<file path="config.mk">
export PLATFORM = sky130hd
export DESIGN_NAME = inst_fetch
export DESIGN_NICKNAME = d
export VERILOG_FILES = /design/src/rtl/inst_fetch.sv
export SDC_FILE = /design/constraint.sdc
export NUM_CORES = 2
export LEC_CHECK = 0
export BUFFER_PORTS_ARGS = -buffer_cell sky130_fd_sc_hd__buf_4
export CORE_MARGIN = 3
export CORE_UTILIZATION = 55
export DETAILED_ROUTE_END_ITERATION = 7
export PLACE_DENSITY = 0.83
export SETUP_SLACK_MARGIN = 0.02
export SLEW_MARGIN = 20
export SYNTH_ARGS = -nofsm -noshare
export SYNTH_HDL_FRONTEND = slang
export SYNTH_SLANG_ARGS = --single-unit
</file>
<file path="constraint.sdc">
create_clock -name clk -period 4.4 [get_ports clk]
set_input_delay 0.44 -clock clk [delete_from_list [all_inputs] [get_ports clk]]
set_output_delay 0.44 -clock clk [all_outputs]
set_load 0.05 [all_outputs]
</file>
<file path="src/rtl/inst_fetch.sv">
// rtl/inst_fetch.sv - instruction fetch stage with PC and direct-mapped one-word-per-line cache
// Hits are served from the cache, misses go out as a held fetch request to the memory controller.
module inst_fetch #(
   parameter int          INDEX_W  = 6,
   parameter int          TAG_W    = 10,
   parameter logic [31:0] RESET_PC = 32'h0
) (
   input  logic        clk,
   input  logic        rst,
   input  logic        stall_i,
   input  logic        jump_i,
   input  logic [31:0] jump_addr_i,
   output logic        inst_req_o,
   output logic [31:0] inst_addr_o,
   input  logic [31:0] inst_i,
   input  logic [31:0] inst_pc_i,
   input  logic        inst_done_i,
   output logic        inst_valid_o,
   output logic [31:0] inst_o,
   output logic [31:0] pc_o
);

   localparam int LINES = 1 << INDEX_W;

   localparam logic [0:0] ST_RUN  = 1'b0;
   localparam logic [0:0] ST_MISS = 1'b1;

   logic [0:0]       state;
   logic [31:0]      pc;
   logic [31:0]      pc_next;

   logic [LINES-1:0] line_valid;
   logic [TAG_W-1:0] line_tag  [LINES];
   logic [31:0]      line_data [LINES];

   logic [INDEX_W-1:0] pc_idx;
   logic [TAG_W-1:0]   pc_tag;
   logic [INDEX_W-1:0] fill_idx;
   logic [TAG_W-1:0]   fill_tag;
   logic               hit;
   logic               done_match;

   assign pc_idx   = pc[INDEX_W+1:2];
   assign pc_tag   = pc[INDEX_W+TAG_W+1:INDEX_W+2];
   assign fill_idx = inst_pc_i[INDEX_W+1:2];
   assign fill_tag = inst_pc_i[INDEX_W+TAG_W+1:INDEX_W+2];

   assign hit        = line_valid[pc_idx] && (line_tag[pc_idx] == pc_tag);
   assign done_match = inst_done_i && (inst_pc_i == pc);
   assign pc_next    = pc + 32'd4;

   // Tag/data storage carries no reset: a line is only trusted once its valid bit is set.
   always_ff @(posedge clk) begin
      if (inst_done_i) begin
         line_tag[fill_idx]  <= fill_tag;
         line_data[fill_idx] <= inst_i;
      end
   end

   always_ff @(posedge clk) begin
      if (rst) begin
         line_valid   <= '0;
         pc           <= RESET_PC;
         state        <= ST_RUN;
         inst_req_o   <= 1'b0;
         inst_addr_o  <= 32'h0;
         inst_valid_o <= 1'b0;
         inst_o       <= 32'h0;
         pc_o         <= 32'h0;
      end else begin
         // Completions always fill, even stale ones or those landing after a redirect.
         if (inst_done_i) begin
            line_valid[fill_idx] <= 1'b1;
         end

         inst_valid_o <= 1'b0;

         if (jump_i) begin
            pc         <= jump_addr_i;
            state      <= ST_RUN;
            inst_req_o <= 1'b0;
         end else begin
            case (state)
               ST_RUN: begin
                  if (!stall_i) begin
                     if (hit) begin
                        inst_valid_o <= 1'b1;
                        inst_o       <= line_data[pc_idx];
                        pc_o         <= pc;
                        pc           <= pc_next;
                     end else begin
                        inst_req_o  <= 1'b1;
                        inst_addr_o <= pc;
                        state       <= ST_MISS;
                     end
                  end
               end
               ST_MISS: begin
                  if (done_match) begin
                     inst_req_o <= 1'b0;
                     state      <= ST_RUN;
                     // Under stall the fill alone suffices: the line hits once stall clears.
                     if (!stall_i) begin
                        inst_valid_o <= 1'b1;
                        inst_o       <= inst_i;
                        pc_o         <= pc;
                        pc           <= pc_next;
                     end
                  end
               end
               default: begin
                  state      <= ST_RUN;
                  inst_req_o <= 1'b0;
               end
            endcase
         end
      end
   end

endmodule

</file>
After elaboration in Yosys (flattened, before gate mapping):

Memories as Yosys holds them, arrays and structs flattened. A register that Yosys moved wholly into a read port is not among the register bits.
Index checks and enable logic that the tools add are counted.

* $add $sub $neg: 1
* $lt $le $gt $ge: 3
* equal/unequal tests: 11
* multiplexer cells: 39
* bitwise logic cells: 5
* reductions and logical operators: 8

Operator list (count)
* 2-to-1 mux 32 bit: 13
* one-hot mux 32 bit (2 select lines): 3
* OR 64 bit: 1
* adder 32 x 3 -> 32 bit (second input constant): 1
* == test 32 bit: 1
* 2-to-1 mux 6 bit: 4
* less-than comparator 6 x 7 -> 1 bit (second input constant): 2
* 2-to-1 mux 1 bit: 14
* == test 10 bit: 1
* != test 3 bit (second input constant): 3
* != test 2 bit (second input constant): 4
* AND reduction 4 bit: 2
* binary-select mux 1 bit (select 6 bit): 1
* demux 1 bit (select 6 bit): 1
* >= comparator 6 x 1 -> 1 bit (second input constant): 1
* one-hot mux 1 bit (2 select lines): 3
* AND reduction 5 bit: 1
* inverter 1 bit: 4
* logical AND 1 bit: 3
* != test 3 x 2 -> 1 bit (second input constant): 1
* AND reduction 3 bit: 1
* != test 2 x 1 -> 1 bit (second input constant): 1
* OR reduction 2 bit: 1

* flip-flop bits (word level): 195
* RAM bits: 2688
* input bits: 101
* output and inout bits: 98
* word-level logic and storage cells: 77
* memories kept: 2

Memories
* line_data: depth 64, width 32, rd ports 1, clocked after memory_dff 1, wr ports 1, RTL line 34 `logic [31:0] line_data [LINES];`
* line_tag: depth 64, width 10, rd ports 1, clocked after memory_dff 1, wr ports 1, RTL line 33 `logic [TAG_W-1:0] line_tag [LINES];`

Longest topological paths before layout:

* word-level depth: 9
* gate-level depth with buffers: 19
* mapped depth without buffers: 11

Least setup slack after synthesis:

No wires, ideal clock.

* path kind: reg-to-reg
* start: register with a tool-made name
* end: register inst_o[19]
* library setup time: 0.128 ns
* arrival time: 3.985 ns
* data required time: 4.272 ns
* slack: 0.288 ns
* cell stages (with the launch flop): 15
* path buffers: 8
* period minus slack after synthesis: 4.112 ns
* cell sequence: dfxtp_1 -> buf_6 -> buf_6 -> buf_2 -> buf_2 -> buf_4 -> buf_2 -> buf_2 -> buf_1 -> mux4_2 -> mux4_2 -> mux4_2 -> nor2b_1 -> a221oi_1 -> nor2_1

RTL lines
* end signal: assignment: RTL line 88 `inst_o <= line_data[pc_idx];`
* end signal: assignment: RTL line 105 `inst_o <= inst_i;`
* end: declaration: RTL line 19 `output logic [31:0] inst_o,`

Worst setup path in the final report:

* start: register pc[6]
* end: register inst_o[29]

* word-level cells in the longest chain between the ends: 5

RTL lines
* start: declaration: RTL line 29 `logic [31:0] pc;`
* start signal: assignment: RTL line 79 `pc <= jump_addr_i;`
* start signal: assignment: RTL line 90 `pc <= pc_next;`
* start signal: assignment: RTL line 107 `pc <= pc_next;`
* binary-select mux 1 bit (select 6 bit): RTL line 48 `assign hit = line_valid[pc_idx] && (line_tag[pc_idx] == pc_tag);`
* 2-to-1 mux 1 bit (not written as such): RTL line 48
* logical AND 1 bit: RTL line 48
* != test 2 bit (no source line)
* AND reduction 5 bit (no source line) (*)

Every way passes the cells marked *; elsewhere a longest branch is shown, timed or not. The select of a mux whose other input is x is not followed.
A chain may end at the register's enable or synchronous reset.

==> impl_metrics.ini <==
[power]
seqPwrFrac_pct = 51.8
power_density_mw_per_mm2 = 459
ir_drop_mv = 0.445
power.net_switching_w = 0.0130
p_clk_share_pct = 42.0
p_int_w = 0.0456
power_w = 0.0586
pwr-share-comb_pct = 6.3
swShare_pct = 22.2
p_leak_nw = 40.0

[synthesis]
ys.flop_type = edfxtp_1
synth_warnings = 0
synth_mux_area_share_pct = 17.5
syn_inst = 5202
synth_seq_cells = 2889
synth_area_sq_mm = 0.111
synth_compound_area_share_pct = 1.84
yosys.area_share.adder_pct = 0.0113
synthArstFlopShare_pct = 0
synth-simple-area-share_pct = 2.75
synth_nets = 5304
avgSynthCellArea_sq_um = 21.4
synth_seq_area_share_pct = 76.2
synth-xor-area-share_pct = 0.449
synth_edf_count = 2688
synth_cell_types = 72
synth_top_family_by_area = multiplexers

[sta]
worst_pin_slew_ns = 1.17
fin_ws_ns = -0.0782
hold_viol = 0
skew_ns = 0.0865
timing.final.crit_period_ns = 4.48
setup_viol_count_final = 30
relSlewSlack_pct = 21.7
final_max_slew_viol_count = 0
clock.fmax_mhz = 223
finalCritPeriodShare_pct = 102
timing.hold.ws_ns = 0.0378

[die]
die_h_um = 456
rows = 164
io_pins = 199
die_w_um = 456
start_util_pct = 55.5
core-area_sq_mm = 0.200
die-area_sq_mm = 0.208

[routing]
wl_per_cell_um = 42.2
final_antenna_net_count = 0
wl_met3_mm = 57.2
wl_mm = 361
drt_pass1_iterations = 8
highest-signal-layer = met5
drc = 12
post_drt_via_cell_ratio = 7.36
met2_length_mm = 167
drt-initial-drc-count = 12383
m1WireLength_mm = 104
dr_total_vias = 63070

[worst_setup_path]
worstPathRequired_ns = 5.24
cpPeakStageDelay_ns = 0.67
cp-end-kind = register
criticalPathCategory = reg2reg
cp_cell_sequence = inv_1, nand3_1, o2111ai_1, and3b_1, o41ai_1, nand3_1, nor4b_4, nand4_1, buf_4, buf_12, nand2_4, buf_8, nor2_1, a211oi_1
cp-start-kind = register
path_delay_family = simple AND/OR/NAND/NOR gates
critPathBufInv = 4
crit_top_cell = nand3_1
cp.arrival_ns = 5.32
slowest_stage = dfxtp_1
cp_max_fo = 24

[layout]
drive_gt1_share_pct = 29.2
n_fill_cell = 11903
mostFrequentLayoutCell = edfxtp_1
layout.cells.most_common_list = edfxtp_1 (2688), mux4_2 (745), buf_4 (393), clkbuf_16 (296), mux2i_1 (261)
area.growth.synth_to_final_pct = 14.8
layout.nets = 5796
seqCellArea_sq_mm = 0.0848
fin_area_sq_mm = 0.128
multi_input_area_sq_mm = 0.0257

[cts]
clockBufferDepth = 4
clk_latency_ns = 0.98
cts_made_buffers = 286
cts_tree = yes
clock-root-buffer = clkbuf_16
htreeDepth = 5
cts.sinks = 2889
path_clk_slew_ns = 0.07

[placement]
port_buffers = 198
gp_congestion = 0.891
hpwlAfterDp_mm = 176
placed_cell_area_sq_mm = 0.118

[grt]
overflow = 0
grt_pass1_vias = 63092
antenna_found_initial = 24
grt_pass1_wl_mm = 496
grt_max_degree = 112
grt_use_total_pct = 34.3

[job]
drv_cap = 0

[outcome]
violations = design-rule violations, negative setup slack
status = complete, but fails checks

[hold_path]
hold_path.class = in2reg
[power by group through the flow]
stage / registers, W / logic, W / clock network, W
after floorplan: 0.0309 / 0.00204 / 0
after global placement: 0.0309 / 0.00322 / 0
after detailed placement: 0.0309 / 0.00334 / 0
after CTS: 0.0303 / 0.00354 / 0.0245
after global routing: 0.0303 / 0.00376 / 0.0254
final: 0.0303 / 0.00368 / 0.0246
[worst register-to-register path, cell delays in order, from the launching register on]
cell and delay (ns):
dfxtp_1 0.67, inv_1 0.32, nand3_1 0.21, o2111ai_1 0.37, and3b_1 0.37, o41ai_1 0.39, nand3_1 0.29, nor4b_4 0.43
nand4_1 0.15, buf_4 0.19, buf_12 0.18, nand2_4 0.18, buf_8 0.24, nor2_1 0.09, a211oi_1 0.32
[cells in the mapped netlist, drive strengths merged (55+ instances only)]
master  count  area share [%]
edfxtp   2688              73
mux4      745              15
nor2      311             1.1
mux2i     262             2.4
dfxtp     201             3.6
clkbuf    175            0.59
buf       130            0.60
nand2     114            0.38
a22oi      77            0.52
nand3      67            0.30
a211oi     61            0.45
a21oi      55            0.26
[state kept, by name, summed over array words and instances (netlist names), named ones only]
signal        cells
inst_addr_o      32
pc               32
inst_o           32
inst_req_o        1
line_tag        640
inst_valid_o      1
state             1
line_data      2048
pc_o             32
line_valid       64
[cells by family after synthesis]
| family | after synthesis |
|---|---|
| AOI/OAI and AO/OA | 271 |
| buffers and inverters | 323 |
| and+or+nand+nor | 652 |
| xor gates and xnor gates | 57 |
| muxes | 1009 |
| DFF | 2889 |
| adders and majority gates | 1 |
[worst paths after layout]
check	startpoint	slack, ns	endpoint	cells past startpoint
max	pc[6]	-0.08	inst_o[29]	14
min	inst_i[18]	0.04	line_data[22][18]	1
max reg2reg	pc[6]	-0.08	inst_o[29]	14
min reg2reg	pc_o[21]	0.45	pc_o[21]	2
[through the flow]
| step | cells | worst slack, ns | util [%] | setup TNS [ns] |
|---|---|---|---|---|
| 6_report | 8567 | -0.0782 | 63.7 | -0.981 |
| 5_1_grt | 8560 | -0.0571 | 63.7 | -0.569 |
| 4_1_cts | 8538 | 0.0521 | 63.6 | 0 |
| 3_5_place_dp | 7993 | -0.215 | 58.8 | -4.97 |
| 3_3_place_gp | 7993 | -0.0217 | 58.8 | -0.256 |
| 2_1_floorplan | 5202 | 0.288 | - | 0 |
[routing by layer]
| layer | GRT usage (%) | up-vias |
|---|---|---|
| met1 | 41.0 | 31361 |
| li1 | - | 22628 |
| met5 | 0.482 | - |
| met4 | 24.3 | 13 |
| met3 | 11.5 | 1896 |
| met2 | 52.8 | 7172 |
[repair_timing]
item	CTS	global route
cloned	2	2
setup buffers	3	14
pin swaps	2	2
hold endpoints to repair	307	0
hold buffers	48	0
resized for setup	12	26
endpoints found under the setup margin	92	125
[final cells by class]
type                    count  share of cell area [%]
diodes                     13                  0.0255
repair buffers            508                    3.72
well taps                2656                    2.60
flip-flops and latches   2889                    66.4
clock buffers             362                    6.10
inverters                  18                  0.0588
clock inverters           130                   0.987
multi-input cells        1991                    20.1
Note: power is estimated with default switching activity, not from simulation.
